## src/rtl/econet_tx_arbiter.sv

```systemverilog
`default_nettype none
// ============================================================================
// econet_tx_arbiter: round-robin owner of the shared HDLC transmitter with line
// qualification, collision backoff and done/fail reporting.     Revision 1.0
// ============================================================================
module econet_tx_arbiter #(
  parameter int NREQ         = 2,
  parameter int IDLE_CYCLES  = 32,
  parameter int BACKOFF_BITS = 4,
  parameter int SLOT_CYCLES  = 16,
  parameter int MAX_RETRY    = 7
) (
  input  logic            clk_i,
  input  logic            reset_i,
  input  logic [NREQ-1:0] req_i,
  input  logic            rx_idle_i,
  input  logic            no_clock_i,
  input  logic            tx_done_i,
  input  logic            tx_collide_i,
  output logic [NREQ-1:0] grant_o,
  output logic            tx_start_o,
  output logic            tx_abort_o,
  output logic            done_o,
  output logic            fail_o,
  output logic            busy_o
);

  localparam int c_PTR_W   = $clog2(NREQ);
  localparam int c_IC_W    = $clog2(IDLE_CYCLES + 1);
  localparam int c_NC_MAX  = 4 * IDLE_CYCLES;
  localparam int c_NC_W    = $clog2(c_NC_MAX + 1);
  localparam int c_RETRY_W = $clog2(MAX_RETRY + 1);
  localparam int c_SLOT_W  = BACKOFF_BITS + 1;
  localparam int c_CYC_W   = (SLOT_CYCLES > 1) ? $clog2(SLOT_CYCLES) : 1;

  typedef enum logic [1:0] {
    S_IDLE      = 2'd0,
    S_WAIT_LINE = 2'd1,
    S_ACTIVE    = 2'd2,
    S_BACKOFF   = 2'd3
  } state_t;

  state_t                state_q,    state_d;
  logic [NREQ-1:0]       grant_q,    grant_d;
  logic [c_PTR_W-1:0]    win_q,      win_d;
  logic [c_PTR_W-1:0]    rr_q,       rr_d;
  logic [c_RETRY_W-1:0]  retry_q,    retry_d;
  logic [c_IC_W-1:0]     idle_cnt_q, idle_cnt_d;
  logic [c_NC_W-1:0]     nc_cnt_q,   nc_cnt_d;
  logic [c_SLOT_W-1:0]   slot_q,     slot_d;
  logic [c_CYC_W-1:0]    cyc_q,      cyc_d;
  logic [15:0]           lfsr_q,     lfsr_d;
  logic                  start_q,    start_d;
  logic                  abort_q,    abort_d;
  logic                  done_q,     done_d;
  logic                  fail_q,     fail_d;
  logic                  busy_q,     busy_d;

  logic                  w_line_ok;
  logic                  w_found;
  logic [c_PTR_W-1:0]    w_win;
  logic [c_PTR_W-1:0]    w_scan;
  logic                  w_enter_wait;

  function automatic logic [c_PTR_W-1:0] ptr_inc(input logic [c_PTR_W-1:0] p);
    if (p == c_PTR_W'(NREQ - 1)) return '0;
    return p + c_PTR_W'(1);
  endfunction

  assign w_line_ok = rx_idle_i & ~no_clock_i;

  // Rotating priority scan starting at the round-robin pointer.
  always_comb begin
    w_found = 1'b0;
    w_win   = '0;
    w_scan  = rr_q;
    for (int k = 0; k < NREQ; k++) begin
      if (!w_found && req_i[w_scan]) begin
        w_found = 1'b1;
        w_win   = w_scan;
      end
      w_scan = ptr_inc(w_scan);
    end
  end

  always_comb begin
    state_d      = state_q;
    grant_d      = grant_q;
    win_d        = win_q;
    rr_d         = rr_q;
    retry_d      = retry_q;
    slot_d       = slot_q;
    cyc_d        = cyc_q;
    start_d      = 1'b0;
    abort_d      = 1'b0;
    done_d       = 1'b0;
    fail_d       = 1'b0;
    w_enter_wait = 1'b0;
    lfsr_d       = {lfsr_q[14:0], lfsr_q[15] ^ lfsr_q[13] ^ lfsr_q[12] ^ lfsr_q[10]};

    if (!w_line_ok)                                   idle_cnt_d = '0;
    else if (idle_cnt_q == c_IC_W'(IDLE_CYCLES))      idle_cnt_d = idle_cnt_q;
    else                                              idle_cnt_d = idle_cnt_q + c_IC_W'(1);

    if (!no_clock_i)                                  nc_cnt_d = '0;
    else if (nc_cnt_q == c_NC_W'(c_NC_MAX))           nc_cnt_d = nc_cnt_q;
    else                                              nc_cnt_d = nc_cnt_q + c_NC_W'(1);

    case (state_q)
      S_IDLE: begin
        if (w_found) begin
          grant_d      = NREQ'(1) << w_win;
          win_d        = w_win;
          rr_d         = ptr_inc(w_win);
          retry_d      = '0;
          state_d      = S_WAIT_LINE;
          w_enter_wait = 1'b1;
        end
      end
      S_WAIT_LINE: begin
        if (!req_i[win_q]) begin
          grant_d = '0;
          state_d = S_IDLE;
        end else if (no_clock_i && nc_cnt_q == c_NC_W'(c_NC_MAX - 1)) begin
          fail_d  = 1'b1;
          grant_d = '0;
          state_d = S_IDLE;
        end else if (idle_cnt_q == c_IC_W'(IDLE_CYCLES)) begin
          start_d = 1'b1;
          state_d = S_ACTIVE;
        end
      end
      S_ACTIVE: begin
        // A lost line clock overrides any completion reported in the same cycle.
        if (no_clock_i) begin
          abort_d = 1'b1;
          fail_d  = 1'b1;
          grant_d = '0;
          state_d = S_IDLE;
        end else if (tx_done_i) begin
          if (!tx_collide_i) begin
            done_d  = 1'b1;
            grant_d = '0;
            state_d = S_IDLE;
          end else if (retry_q < c_RETRY_W'(MAX_RETRY)) begin
            retry_d = retry_q + c_RETRY_W'(1);
            slot_d  = c_SLOT_W'(lfsr_q[BACKOFF_BITS-1:0]) + c_SLOT_W'(1);
            cyc_d   = c_CYC_W'(SLOT_CYCLES - 1);
            state_d = S_BACKOFF;
          end else begin
            fail_d  = 1'b1;
            grant_d = '0;
            state_d = S_IDLE;
          end
        end
      end
      S_BACKOFF: begin
        if (cyc_q == '0) begin
          if (slot_q == c_SLOT_W'(1)) begin
            state_d      = S_WAIT_LINE;
            w_enter_wait = 1'b1;
          end else begin
            slot_d = slot_q - c_SLOT_W'(1);
            cyc_d  = c_CYC_W'(SLOT_CYCLES - 1);
          end
        end else begin
          cyc_d = cyc_q - c_CYC_W'(1);
        end
      end
      default: state_d = S_IDLE;
    endcase

    // The line must re-qualify from scratch every time we start waiting on it.
    if (w_enter_wait) begin
      idle_cnt_d = '0;
      nc_cnt_d   = '0;
    end

    busy_d = (state_d != S_IDLE);
  end

  always_ff @(posedge clk_i) begin
    if (reset_i) begin
      state_q    <= S_IDLE;
      grant_q    <= '0;
      win_q      <= '0;
      rr_q       <= '0;
      retry_q    <= '0;
      idle_cnt_q <= '0;
      nc_cnt_q   <= '0;
      slot_q     <= '0;
      cyc_q      <= '0;
      lfsr_q     <= 16'hACE1;
      start_q    <= 1'b0;
      abort_q    <= 1'b0;
      done_q     <= 1'b0;
      fail_q     <= 1'b0;
      busy_q     <= 1'b0;
    end else begin
      state_q    <= state_d;
      grant_q    <= grant_d;
      win_q      <= win_d;
      rr_q       <= rr_d;
      retry_q    <= retry_d;
      idle_cnt_q <= idle_cnt_d;
      nc_cnt_q   <= nc_cnt_d;
      slot_q     <= slot_d;
      cyc_q      <= cyc_d;
      lfsr_q     <= lfsr_d;
      start_q    <= start_d;
      abort_q    <= abort_d;
      done_q     <= done_d;
      fail_q     <= fail_d;
      busy_q     <= busy_d;
    end
  end

  assign grant_o    = grant_q;
  assign tx_start_o = start_q;
  assign tx_abort_o = abort_q;
  assign done_o     = done_q;
  assign fail_o     = fail_q;
  assign busy_o     = busy_q;

endmodule
`default_nettype wire
```

## config.mk

```make
export PLATFORM = sky130hd
export DESIGN_NAME = econet_tx_arbiter
export DESIGN_NICKNAME = d
export VERILOG_FILES = /design/src/rtl/econet_tx_arbiter.sv
export SDC_FILE = /design/constraint.sdc
export NUM_CORES = 1
export LEC_CHECK = 0
export CAP_MARGIN = 0
export CORE_MARGIN = 2
export CORE_UTILIZATION = 31
export CTS_CLUSTER_SIZE = 25
export DETAILED_ROUTE_END_ITERATION = 12
export HOLD_SLACK_MARGIN = 0.08
export SKIP_LAST_GASP = 1
export SLEW_MARGIN = 10
export SYNTH_ARGS = -nofsm -noshare
export SYNTH_HDL_FRONTEND = slang
export SYNTH_SLANG_ARGS = --single-unit
export TNS_END_PERCENT = 20
```

## constraint.sdc

```tcl
create_clock -name clk_i -period 2.15 [get_ports clk_i]
set_input_delay 0.215 -clock clk_i [delete_from_list [all_inputs] [get_ports clk_i]]
set_output_delay 0.215 -clock clk_i [all_outputs]
set_load 0.02 [all_outputs]
```

# Word-level counts from Yosys, hierarchy flattened
# Index checks and enable logic that the tools add are counted.
# totals
regBits	53
inputBits	8
out_inout_bits	7
word_cells	146
# classes
add_sub_neg	8
order_cmp	4
n_eq_ne	18
shifts	1
mux	71
bitwise_logic	10
n_reduce_logical	19
# ops
op	count
2-bit 2-to-1 mux	17
1-bit 2-to-1 mux	30
5-bit 2-to-1 mux	6
4-bit 2-to-1 mux	6
3-bit 2-to-1 mux	5
2-bit inequality test, second input constant	7
6-bit AND reduction	2
5-bit case mux with 2 select lines	1
3-bit inequality test, second input constant	3
8-bit by 1-bit adder with 8-bit output, second input constant	1
8-bit by 7-bit equality test with 1-bit output, second input constant	1
8-bit equality test, second input constant	1
2-bit case mux with 4 select lines	1
4-bit case mux with 2 select lines	1
4-bit OR reduction	2
7-bit AND reduction	1
6-bit by 1-bit adder with 6-bit output, second input constant	1
6-bit equality test, second input constant	1
1-bit by 2-bit < comparator with 1-bit output, second input constant	3
1-bit inverter	6
2-bit case mux with 3 select lines	1
3-bit case mux with 2 select lines	1
2-bit nonzero test	3
3-bit OR reduction	2
other kinds (22)	28

# Longest topological paths before layout
# Gate-level depths: netlist of run 1.
# depth
depth_word	10
ltp_mapped	8
depth_no_buf	7

# Worst setup path after synthesis of run 1
# OpenSTA, ideal clock, no wires.
# synth_path
path_kind	flip-flop to flip-flop
from	register state_q[0]
to	register busy_q, in the netlist busy_o
arrival_ns	1.649
t_required_ns	2.014
setup_slack_ns	0.365
stages_incl_launch_ff	9
path_cell_list	dfxtp_1 > inv_1 > ha_1 > buf_2 > nand2b_2 > nor3_1 > or4_1 > nor2_1 > o211ai_1
# synth_between
elab_chain_len	5
elab_cells_between_ends	14
# synth_rtl
element	line	text
start, declared	43	state_t state_q, state_d;
start signal, assigned	200	state_q <= state_d;
2-bit 2-to-1 mux	128	end else if (idle_cnt_q == c_IC_W'(IDLE_CYCLES)) begin
2-bit 2-to-1 mux	124	end else if (no_clock_i && nc_cnt_q == c_NC_W'(c_NC_MAX - 1)) begin
2-bit 2-to-1 mux	121	if (!req_i[win_q]) begin
2-bit case mux with 4 select lines (*)	109	case (state_q)
2-bit nonzero test (*)	179	busy_d = (state_d != S_IDLE);
end signal, assigned	214	busy_q <= busy_d;
end, declared	57	logic busy_q, busy_d;
# Every way passes the cells marked *; elsewhere a longest branch is shown, timed or not.
# A chain may end at the register's enable or synchronous reset.

# Final worst setup path of run 1
# layout_path
from	register cyc_q[0]
to	register idle_cnt_q[2]
# layout_between
elab_chain_len	4
# layout_rtl
element	line	text
start, declared	51	logic [c_CYC_W-1:0] cyc_q, cyc_d;
start signal, assigned	208	cyc_q <= cyc_d;
4-bit logical NOT	158	if (cyc_q == '0) begin
1-bit 2-to-1 mux	158	
1-bit case mux with 2 select lines	109	
3-bit OR reduction (no line)	--	
end signal, assigned	205	idle_cnt_q <= idle_cnt_d;
end, declared	48	logic [c_IC_W-1:0] idle_cnt_q, idle_cnt_d;
# No other way between the ends.

==> results of run 1 <==
## sequential cells by signal, indices dropped and copies added (netlist names)
register	cells
fail_o	1
busy_o	1
slot_q	5
tx_start_o	1
grant_o	2
done_o	1
cyc_q	4
rr_q	1
idle_cnt_q	6
lfsr_q	16
nc_cnt_q	8
tx_abort_o	1
state_q	2
win_q	1
retry_q	3
## layout make-up
type / instances / area, µm² / share of cell area
flip-flops and latches: 53 / 1060 / 0.365
repair buffers: 22 / 200 / 0.0688
clock buffers: 7 / 86.3 / 0.0297
multi-input cells: 200 / 1350 / 0.463
well taps: 102 / 128 / 0.0439
inverters: 15 / 56.3 / 0.0194
clock inverters: 1 / 30.0 / 0.0103
## path summary, 6_finish.rpt
kind	startpoint	to	slack (ns)	cells after the start
worst min-delay path	lfsr_q[4]	lfsr_q[5]	0.42	1
worst max-delay path	cyc_q[0]	idle_cnt_q[2]	0.22	7
worst max register to register	cyc_q[0]	idle_cnt_q[2]	0.22	7
worst min register to register	lfsr_q[4]	lfsr_q[5]	0.42	1
## power by group through the flow
stage               Sequential, mW  Combinational, mW  Clock (mW)
CTS                           1.14              0.652       0.725
global route                  1.15              0.732       0.757
global placement              1.16              0.649           0
finish                        1.14              0.655       0.699
floorplan                     1.17              0.442           0
detailed placement            1.16              0.648           0
## logic make-up after synthesis
| group | synth area share |
|---|---|
| simple gates | 0.236 |
| compound gates | 0.153 |
| flops | 0.424 |
| buf+inv | 0.0380 |
| xor+xnor | 0.0665 |
| fa+ha+maj | 0.0700 |
| mux | 0.0130 |
## routing by layer
metal	vias to the layer above	wire, µm	part of all wire
met5	-	0	0
met4	0	55	0.011
met3	4	93	0.019
met2	14	2320	0.48
met1	941	2370	0.49
li1	1002	-	-
## synth_stat cells (2+ instances only)
cell and n:
o31ai_1 3, a311oi_1 2, xnor2_1 9, nand3_1 7, mux2_2 2, and3_1 3, ha_1 14, nor3_1 11
nor3b_1 3, a21oi_1 16, a22oi_1 2, a31oi_1 5, nand2b_1 2, nor2b_1 11, o21ai_0 11, or2_2 7
o211ai_1 2, nor2_1 28, or3_1 2, a211oi_1 3, dfxtp_1 53, or4_1 2, xor2_1 10, clkbuf_1 5
nand4_2 2, nand2_1 15, inv_1 15, nor4_1 3
## cells in the final DEF (no fill, tap or decap), types with 8 or more instances in the layout
| master | count |
|---|---|
| nand2_1 | 15 |
| a21oi_1 | 16 |
| nor3_1 | 11 |
| ha_1 | 14 |
| nor2b_1 | 11 |
| xnor2_1 | 9 |
| clkdlybuf4s50_1 | 14 |
| o21ai_0 | 11 |
| inv_1 | 15 |
| nor2_1 | 28 |
| dfxtp_1 | 53 |
| xor2_1 | 10 |
| buf_4 | 8 |
==> results.yml, run 1 <==
status:
  status: "finished, final reports clean"
clocking:
  htree_levels: 2
  root_buffer: "clkbuf_8"
  cts_hold_buffers: 0
  postCtsSetupBuffers: 0
  clk_pin_slew_ns: 0.10
  numCtsBuffers: 5
  ctsResizeCount: 0
  clk_path_buf_depth: 2
  cts_tree: "built"
  insertion_delay_ns: 0.30
  cts.sink_count: 53
power_and_ir_drop:
  p_seq_frac: 0.457
  combPwrFrac: 0.263
  power.share.switching: 0.306
  finalPower_mw: 2.49
  p_clk_frac: 0.280
  leakage_nw: 1.08
  internal_power_mw: 1.73
  power_density_mw_per_mm2: 857
  netSwitchingPower_mw: 0.763
  peakVddDrop_mv: 0.253
critical_path:
  slowest_stage: "or3b_2"
  crit_fanout: 6
  worstSetupStartpointType: "flop"
  max_stage_delay_ns: 0.52
  cp.arrival_ns: 2.12
  path_class: "flop to flop"
  critical_path.top_delay_family: "simple AND/OR/NAND/NOR gates"
  critPathRequiredTime_ns: 2.34
  endpoint_kind: "flop"
  crit_buf_inv: 1
  cp_cell_sequence: "inv_1 -> ha_1 -> or3b_2 -> o31ai_1 -> a21oi_1 -> nand3b_2 -> nor3_1"
cells_and_area:
  nets: 319
  layout-drive-gt1-share: 0.124
  final_util: 0.375
  final_area_mm2: 0.00291
  antenna_cells: 0
  area.growth.synth_to_final_pct: 16.2
  stdcell_count: 400
  fill_cells: 779
floorplan:
  initial_core_util: 0.322
  dieHeight_um: 93.9
  coreArea_mm2: 0.00777
  num_rows: 32
  dieArea_mm2: 0.00881
  die_x_um: 93.9
  io_pins: 15
timing:
  finalClockSkew_ns: 0.00835
  setup_violations: 0
  holdWs_ns: 0.421
  report.final.slew_viol_count: 0
  finalSetupTns_ns: 0
  setup_slack_ns: 0.222
  fin_crit_ns: 1.93
  fin_crit_sh: 0.897
  worst_pin_slew_ns: 0.415
  fmax_ghz: 0.519
  relSlewSlack: 0.723
  finalHoldViolations: 0
  rsz0062_at_grt: "no"
detailed_routing:
  vias: 1961
  firstDrtPassIters: 4
  drt_iter0_markers: 78
  vias_per_cell: 4.90
  drt-wirelength-per-cell_um: 12.1
  drt_wl_total_um: 4840
  ant_nets: 0
  drc_errors: 0
global_routing:
  met2_usage: 0.198
  busiest_layer: "met2"
  grt_pass1_wl_um: 8340
  antenna_found_initial: 0
  track_usage: 0.117
  grt_max_degree: 21
  grt_pass1_vias: 1884
  grt.met1_usage: 0.146
  grt_util_met3: 0.0241
  grt_overflow: 0
placed_design:
  port_buffers: 14
  gp_congestion: 0.815
  dpl.cell_count: 392
  place_area_mm2: 0.00279
  dpl.hpwl_um: 3490
  dp_slack_ns: 0.221
synthesis:
  synth-seq-area-share: 0.424
  ys.flop_type: "dfxtp_1"
  netlist_instances: 276
  avgSynthCellArea_um2: 9.07
  synthArstFlopShare: 0
  ys_warn_count: 0
  synth_seq_cells: 53
  ys_types: 56
  synth_area_leaders: "dfxtp_1, ha_1, nor2_1"
  synth_top_area_frac: 0.424
  synth_fp_nets: 298
  synth_area_mm2: 0.00250
  synth_top_area_cell: "dfxtp_1"
  synth_edf_count: 0
flow_run:
  maxCapViolCount: 0
min_path:
  hold_class: "flop to flop"
Power figures use the tool's default switching activity.
==> inputs of run 2 (changes only) <==
--- a/config.mk
+++ b/config.mk
@@ -5,6 +5,7 @@
 export SDC_FILE = /design/constraint.sdc
 export NUM_CORES = 1
 export LEC_CHECK = 0
+export ABC_AREA = 1
 export CAP_MARGIN = 0
 export CORE_MARGIN = 2
 export CORE_UTILIZATION = 31
==> run 2 against run 1 <==
Compared with the run above: sequential power is 9.6% higher; critical path depth is the same; non-clock buffer count decreased by 7; hold slack worse by 0.0093 ns; routed wire length rose by 7.6%; fmax is 3.3% higher; clock skew is 0.0051 ns lower; global-route usage rose by 1.2 points; synthesized cell count increased by 34%; clock-buffer cell count is 2 lower; sequential share of layout area is 1.3 points lower; critical path type unchanged; largest cell class unchanged; highest routed layer unchanged.
==> results.yml, run 2 <==
status:
  status: "finished, final reports clean"
critical_path:
  crit_buf_inv: 1
  slowest_stage: "ha_1"
  cp_cell_sequence: "ha_1 -> inv_2 -> nand2_1 -> nand3_2 -> nor2_4 -> nand2_1 -> a21oi_1"
  critPathRequiredTime_ns: 2.39
  max_stage_delay_ns: 0.56
  endpoint_kind: "flop"
  path_common_cell: "nand2_1"
  critical_path_cell_count: 7
  rr_endpoint: "slot_q[2]"
  reg2reg_depth: 7
  r2r_start: "state_q[1]"
  worstSetupStartpointType: "flop"
  crit_fanout: 15
  critical_path.top_delay_family: "adder cells"
  path_class: "flop to flop"
  cp.arrival_ns: 2.10
  rrSetupSlack_ns: 0.28
synthesis:
  ys_types: 28
  synthArstFlopShare: 0
  synthMuxAreaShare: 0
  ys_warn_count: 0
  synth_area_mm2: 0.00265
  synth_fp_nets: 391
  synth_compound_area_frac: 0.0534
  synth_edf_count: 0
  synthSimpleGateAreaFrac: 0.355
  synth_area_leaders: "dfxtp_1, nand2_1, nor2_1"
  synth-xor-area-share: 0.0496
  synth_top_area_frac: 0.401
  synth_fa_ha_area_frac: 0.0661
  ys.flop_type: "dfxtp_1"
  synth_top_family_by_area: "simple AND/OR/NAND/NOR gates"
  synth-seq-area-share: 0.401
  avgSynthCellArea_um2: 7.18
  synth_seq_cells: 53
  netlist_instances: 369
  synth_top_area_cell: "dfxtp_1"
  yosysMostFrequentCell: "nand2_1"
  synth_common_cells: "nand2_1, nor2_1, dfxtp_1"
clocking:
  cts.sink_count: 53
  postCtsSetupBuffers: 0
  numCtsBuffers: 5
  clk_pin_slew_ns: 0.09
  htree_levels: 2
  cts_tree: "built"
  cts_hold_buffers: 0
  insertion_delay_ns: 0.30
  ctsResizeCount: 0
  clk_path_buf_depth: 2
  root_buffer: "clkbuf_8"
global_routing:
  grt_pass1_vias: 2124
  grt_max_degree: 27
  antenna_found_initial: 0
  grt_pass1_wl_um: 9290
  track_usage: 0.129
  grt_overflow: 0
cells_and_area:
  nets: 407
  final_cell_mix: "nand2_1, nor2_1, dfxtp_1, inv_1, nand3_1"
  top_register: "lfsr_q"
  final_common_cell: "nand2_1"
  antenna_cells: 0
  largest_register_ffs: 16
  largestRegisters: "lfsr_q: 16 flops, nc_cnt_q: 8 flops, idle_cnt_q: 6 flops"
  area.growth.synth_to_final_pct: 14.0
  fill_cells: 877
  layout-drive-gt1-share: 0.106
min_path:
  hold_depth: 2
  hold_class: "flop to flop"
  min_to: "lfsr_q[12]"
  min-delay-start: "lfsr_q[11]"
timing:
  relSlewSlack: 0.616
  finalSetupTns_ns: 0
  finalClockSkew_ns: 0.00321
  fmax_ghz: 0.536
  holdWs_ns: 0.411
  report.final.slew_viol_count: 0
  worst_pin_slew_ns: 0.576
  fin_crit_sh: 0.868
  finalHoldViolations: 0
  rsz0062_at_grt: "no"
  setup_slack_ns: 0.284
  fin_crit_ns: 1.87
  setup_violations: 0
detailed_routing:
  drt_wl_total_um: 5210
  drt-wirelength-per-cell_um: 10.6
  ant_nets: 0
  firstDrtPassIters: 4
  vias_per_cell: 4.57
  drc_errors: 0
  drt_iter0_markers: 111
  vias: 2239
floorplan:
  num_rows: 33
  die_x_um: 96.4
  dieArea_mm2: 0.00930
  coreArea_mm2: 0.00826
  dieHeight_um: 96.4
  initial_core_util: 0.321
  io_pins: 15
placed_design:
  gp_congestion: 0.882
  dp_slack_ns: 0.274
  port_buffers: 14
  dpl.hpwl_um: 3970
power_and_ir_drop:
  p_seq_frac: 0.396
  internal_power_mw: 1.94
  p_clk_frac: 0.212
  power.share.switching: 0.383
  power_density_mw_per_mm2: 1040
  netSwitchingPower_mw: 1.20
  combPwrFrac: 0.392
  finalPower_mw: 3.15
  peakVddDrop_mv: 0.301
  leakage_nw: 1.30
flow_run:
  maxCapViolCount: 0
-- run 2: changes by cell type in the layout (fill, tap and decap cells not counted), moves of 4 or more --
cell,previous run,this run
o21ai_1,0,5
nor2b_1,11,0
o21ai_0,11,6
nand4_1,1,10
xnor2_1,9,5
inv_1,15,38
nor2_1,28,69
nor3_1,11,2
a31oi_1,5,1
nand2_1,15,71
nand3_1,7,29
inv_2,0,8
nand2_2,1,7
buf_4,8,0
-- run 2: routing by layer --
| layer | vias up | GRT usage | wire, µm |
|---|---|---|---|
| li1 | 1186 | - | - |
| met1 | 999 | 0.165 | 2520 |
| met2 | 43 | 0.208 | 2380 |
| met3 | 11 | 0.0295 | 191 |
| met4 | 0 | 0.0528 | 120 |
| met5 | - | 0 | 0 |
-- run 2: cell families after synthesis --
family | after synthesis
flops | 53
buf+inv | 52
compound gates | 27
simple gates | 208
xor+xnor | 15
fa+ha+maj | 14
-- run 2: worst max path at each step --
| stage | end | from |
|---|---|---|
| 6_report | slot_q[2] | state_q[1] |
| 5_1_grt | slot_q[2] | state_q[1] |
| 4_1_cts | slot_q[2] | state_q[1] |
| 3_5_place_dp | slot_q[2] | state_q[1] |
| 3_3_place_gp | slot_q[2] | state_q[1] |
| 2_1_floorplan | slot_q[3] | state_q[0] |
-- run 2: final cells by class --
type | instances | area [µm²] | share of cell area
Inverter | 46 | 173 | 0.0572
Clock buffer | 5 | 68.8 | 0.0228
Sequential cell | 53 | 1060 | 0.351
Timing Repair Buffer | 15 | 160 | 0.0530
Tap cell | 105 | 131 | 0.0435
Clock inverter | 2 | 38.8 | 0.0128
Multi-Input combinational cell | 264 | 1390 | 0.459
-- run 2: through the flow --
stage          area [µm²]  cells  utilization
6_report             3020    490        0.366
2_1_floorplan        2650    369            -
3_5_place_dp         2910    483        0.353
3_3_place_gp         2910    483        0.353
4_1_cts              3020    490        0.366
5_1_grt              3020    490        0.366
-- run 2: power by group through the flow --
| stage | Combinational [mW] | Clock, mW | Sequential [mW] |
|---|---|---|---|
| finish | 1.23 | 0.668 | 1.25 |
| global placement | 1.21 | 0 | 1.27 |
| CTS | 1.24 | 0.695 | 1.25 |
| floorplan | 0.917 | 0 | 1.28 |
| detailed placement | 1.23 | 0 | 1.27 |
| global route | 1.43 | 0.737 | 1.27 |
-- run 2: worst reg2reg max path, stage by stage, from the launching register on --
cell     delay (ns)
dfxtp_1        0.42
ha_1           0.56
inv_2          0.18
nand2_1        0.12
nand3_2        0.12
nor2_4         0.18
nand2_1        0.09
a21oi_1        0.14
==> inputs of run 3 (changes only) <==
==> constraint.sdc (replaced) <==
create_clock -name clk_i -period 1.53 [get_ports clk_i]
set_input_delay 0.153 -clock clk_i [delete_from_list [all_inputs] [get_ports clk_i]]
set_output_delay 0.153 -clock clk_i [all_outputs]
set_load 0.02 [all_outputs]
==> run 3 against run 2 <==
Compared with the run above: clock-buffer cell count unchanged; sequential cell count unchanged; utilization increased by 2.3 points; critical endpoint is now retry_q[2]; first-iteration DRC count decreased by 36%; register-to-register slack got worse by 0.24 ns; largest power group is now combinational cells; combinational power increased by 62%; total power increased by 45%; routed wire length increased by 0.98%; non-clock buffer count increased by 24; sequential power increased by 41%; sequential share of layout area decreased by 2.0 points; setup slack got worse by 0.24 ns.
==> results.yml, run 3 (synthesized netlist as in run 2, its figures left out) <==
floorplan:
  dieArea_mm2: 0.00930
  dieHeight_um: 96.4
  io_pins: 15
  die_x_um: 96.4
  initial_core_util: 0.321
  coreArea_mm2: 0.00826
  num_rows: 33
detailed_routing:
  m1WireLength_um: 2660
  topRoutingLayerUsed: "met4"
  vias: 2299
  drt_iter0_markers: 71
  ant_nets: 0
  met2_wirelength_um: 2360
  drt-wirelength-per-cell_um: 10.2
  drc_errors: 0
  firstDrtPassIters: 5
  drt_wl_total_um: 5260
  wl_met3_um: 164
  vias_per_cell: 4.46
critical_path:
  startpoint: "state_q[0]"
  endpoint_kind: "flop"
  cp.arrival_ns: 1.74
  crit_fanout: 4
  critPathRequiredTime_ns: 1.78
  r2r_start: "state_q[0]"
  path_class: "flop to flop"
  worstSetupStartpointType: "flop"
power_and_ir_drop:
  peakVddDrop_mv: 0.414
  power_density_mw_per_mm2: 1420
  p_clk_frac: 0.177
  leakage_nw: 1.40
  finalPower_mw: 4.56
  netSwitchingPower_mw: 1.78
  internal_power_mw: 2.78
  combPwrFrac: 0.437
  power.share.switching: 0.390
  p_seq_frac: 0.386
timing:
  fin_crit_sh: 0.974
  relSlewSlack: 0.734
  finalSetupTns_ns: 0
  fin_crit_ns: 1.49
  report.final.slew_viol_count: 0
  fmax_ghz: 0.671
  setup_violations: 0
  rsz0062_at_grt: "yes"
  finalClockSkew_ns: 0.00691
  finalHoldViolations: 0
  worst_pin_slew_ns: 0.399
  holdWs_ns: 0.414
global_routing:
  track_usage: 0.127
  antenna_found_initial: 0
  grt_overflow: 0
  grt_pass1_wl_um: 9310
  grt_max_degree: 18
  grt_pass1_vias: 2236
cells_and_area:
  largest_register_ffs: 16
  final_common_cell: "nand2_1"
  largestRegisters: "lfsr_q: 16 flops, nc_cnt_q: 8 flops, idle_cnt_q: 6 flops"
  final_cell_mix: "nand2_1, nor2_1, dfxtp_1, inv_1, nand3_1"
  layout-drive-gt1-share: 0.188
  antenna_cells: 0
  fill_cells: 885
  top_register: "lfsr_q"
  final_util: 0.389
  nets: 431
  final_area_mm2: 0.00321
  area.growth.synth_to_final_pct: 21.2
placed_design:
  gp_congestion: 0.836
  port_buffers: 14
  dpl.hpwl_um: 4030
  place_area_mm2: 0.00308
min_path:
  min-delay-start: "lfsr_q[11]"
  hold_class: "flop to flop"
status:
  status: "finished, final reports clean"
clocking:
  clk_path_buf_depth: 2
  htree_levels: 2
  clk_pin_slew_ns: 0.10
  insertion_delay_ns: 0.31
  cts_tree: "built"
  cts.sink_count: 53
  root_buffer: "clkbuf_8"
  numCtsBuffers: 5
flow_run:
  maxCapViolCount: 0
[run 3: changes by cell type in the layout (fill, tap and decap cells not counted), moves of 2 or more]
cell | previous run | this run
buf_4 | 0 | 25
dfxtp_1 | 53 | 51
dfxtp_2 | 0 | 2
ha_1 | 14 | 10
ha_2 | 0 | 3
nand2_1 | 71 | 68
nand2_2 | 7 | 10
nor2_1 | 69 | 67
[run 3: worst max-delay path, stage by stage (launching register included)]
cell	delay, ns
dfxtp_2	0.35
inv_1	0.12
buf_4	0.15
ha_2	0.19
nand4_1	0.14
buf_4	0.18
nand3_1	0.11
nand2_1	0.06
a21oi_1	0.13
[run 3: what timing repair did]
item / 4_1_cts / 5_1_grt
setup buffers: 0 / 0
resized for setup: 1 / 12
pin swaps: 0 / 2
setup endpoints to repair: 2 / 30
hold buffers: 0 / 0
endpoints found under the hold margin: 0 / 0
[run 3: area by class of cell]
cell class	instances	area, µm²	area share
Clock inverter	3	21.3	0.00663
Multi-Input combinational cell	264	1430	0.444
Tap cell	105	131	0.0409
Clock buffer	5	68.8	0.0214
Timing Repair Buffer	39	328	0.102
Inverter	46	173	0.0538
Sequential cell	53	1060	0.331
[run 3: path summary, 6_finish.rpt]
kind	cells past startpoint	slack, ns	end
hold reg to reg	2	0.41	lfsr_q[12]
setup / recovery	8	0.04	retry_q[2]
setup reg to reg	8	0.04	retry_q[2]
hold / removal	2	0.41	lfsr_q[12]
[run 3: per-stage QoR]
stage	worst slack, ns	instances
after global routing	-0.0744	515
after CTS	0.0105	515
after detailed placement	-0.0727	507
after global placement	-0.0557	507
final	0.0395	515
after floorplan	0.110	369
[run 3: per-layer routing]
layer	global-route usage	vias up
li1	-	1239
met1	0.154	1023
met2	0.212	31
met3	0.0318	6
met4	0.0575	0
met5	0	-
[run 3: power by group through the flow]
stage | combinational (mW) | sequential (mW) | clock [mW]
floorplan | 1.29 | 1.80 | 0
global placement | 1.90 | 1.78 | 0
finish | 1.99 | 1.76 | 0.806
detailed placement | 1.92 | 1.78 | 0
CTS | 1.93 | 1.75 | 0.844
global route | 2.27 | 1.79 | 0.896
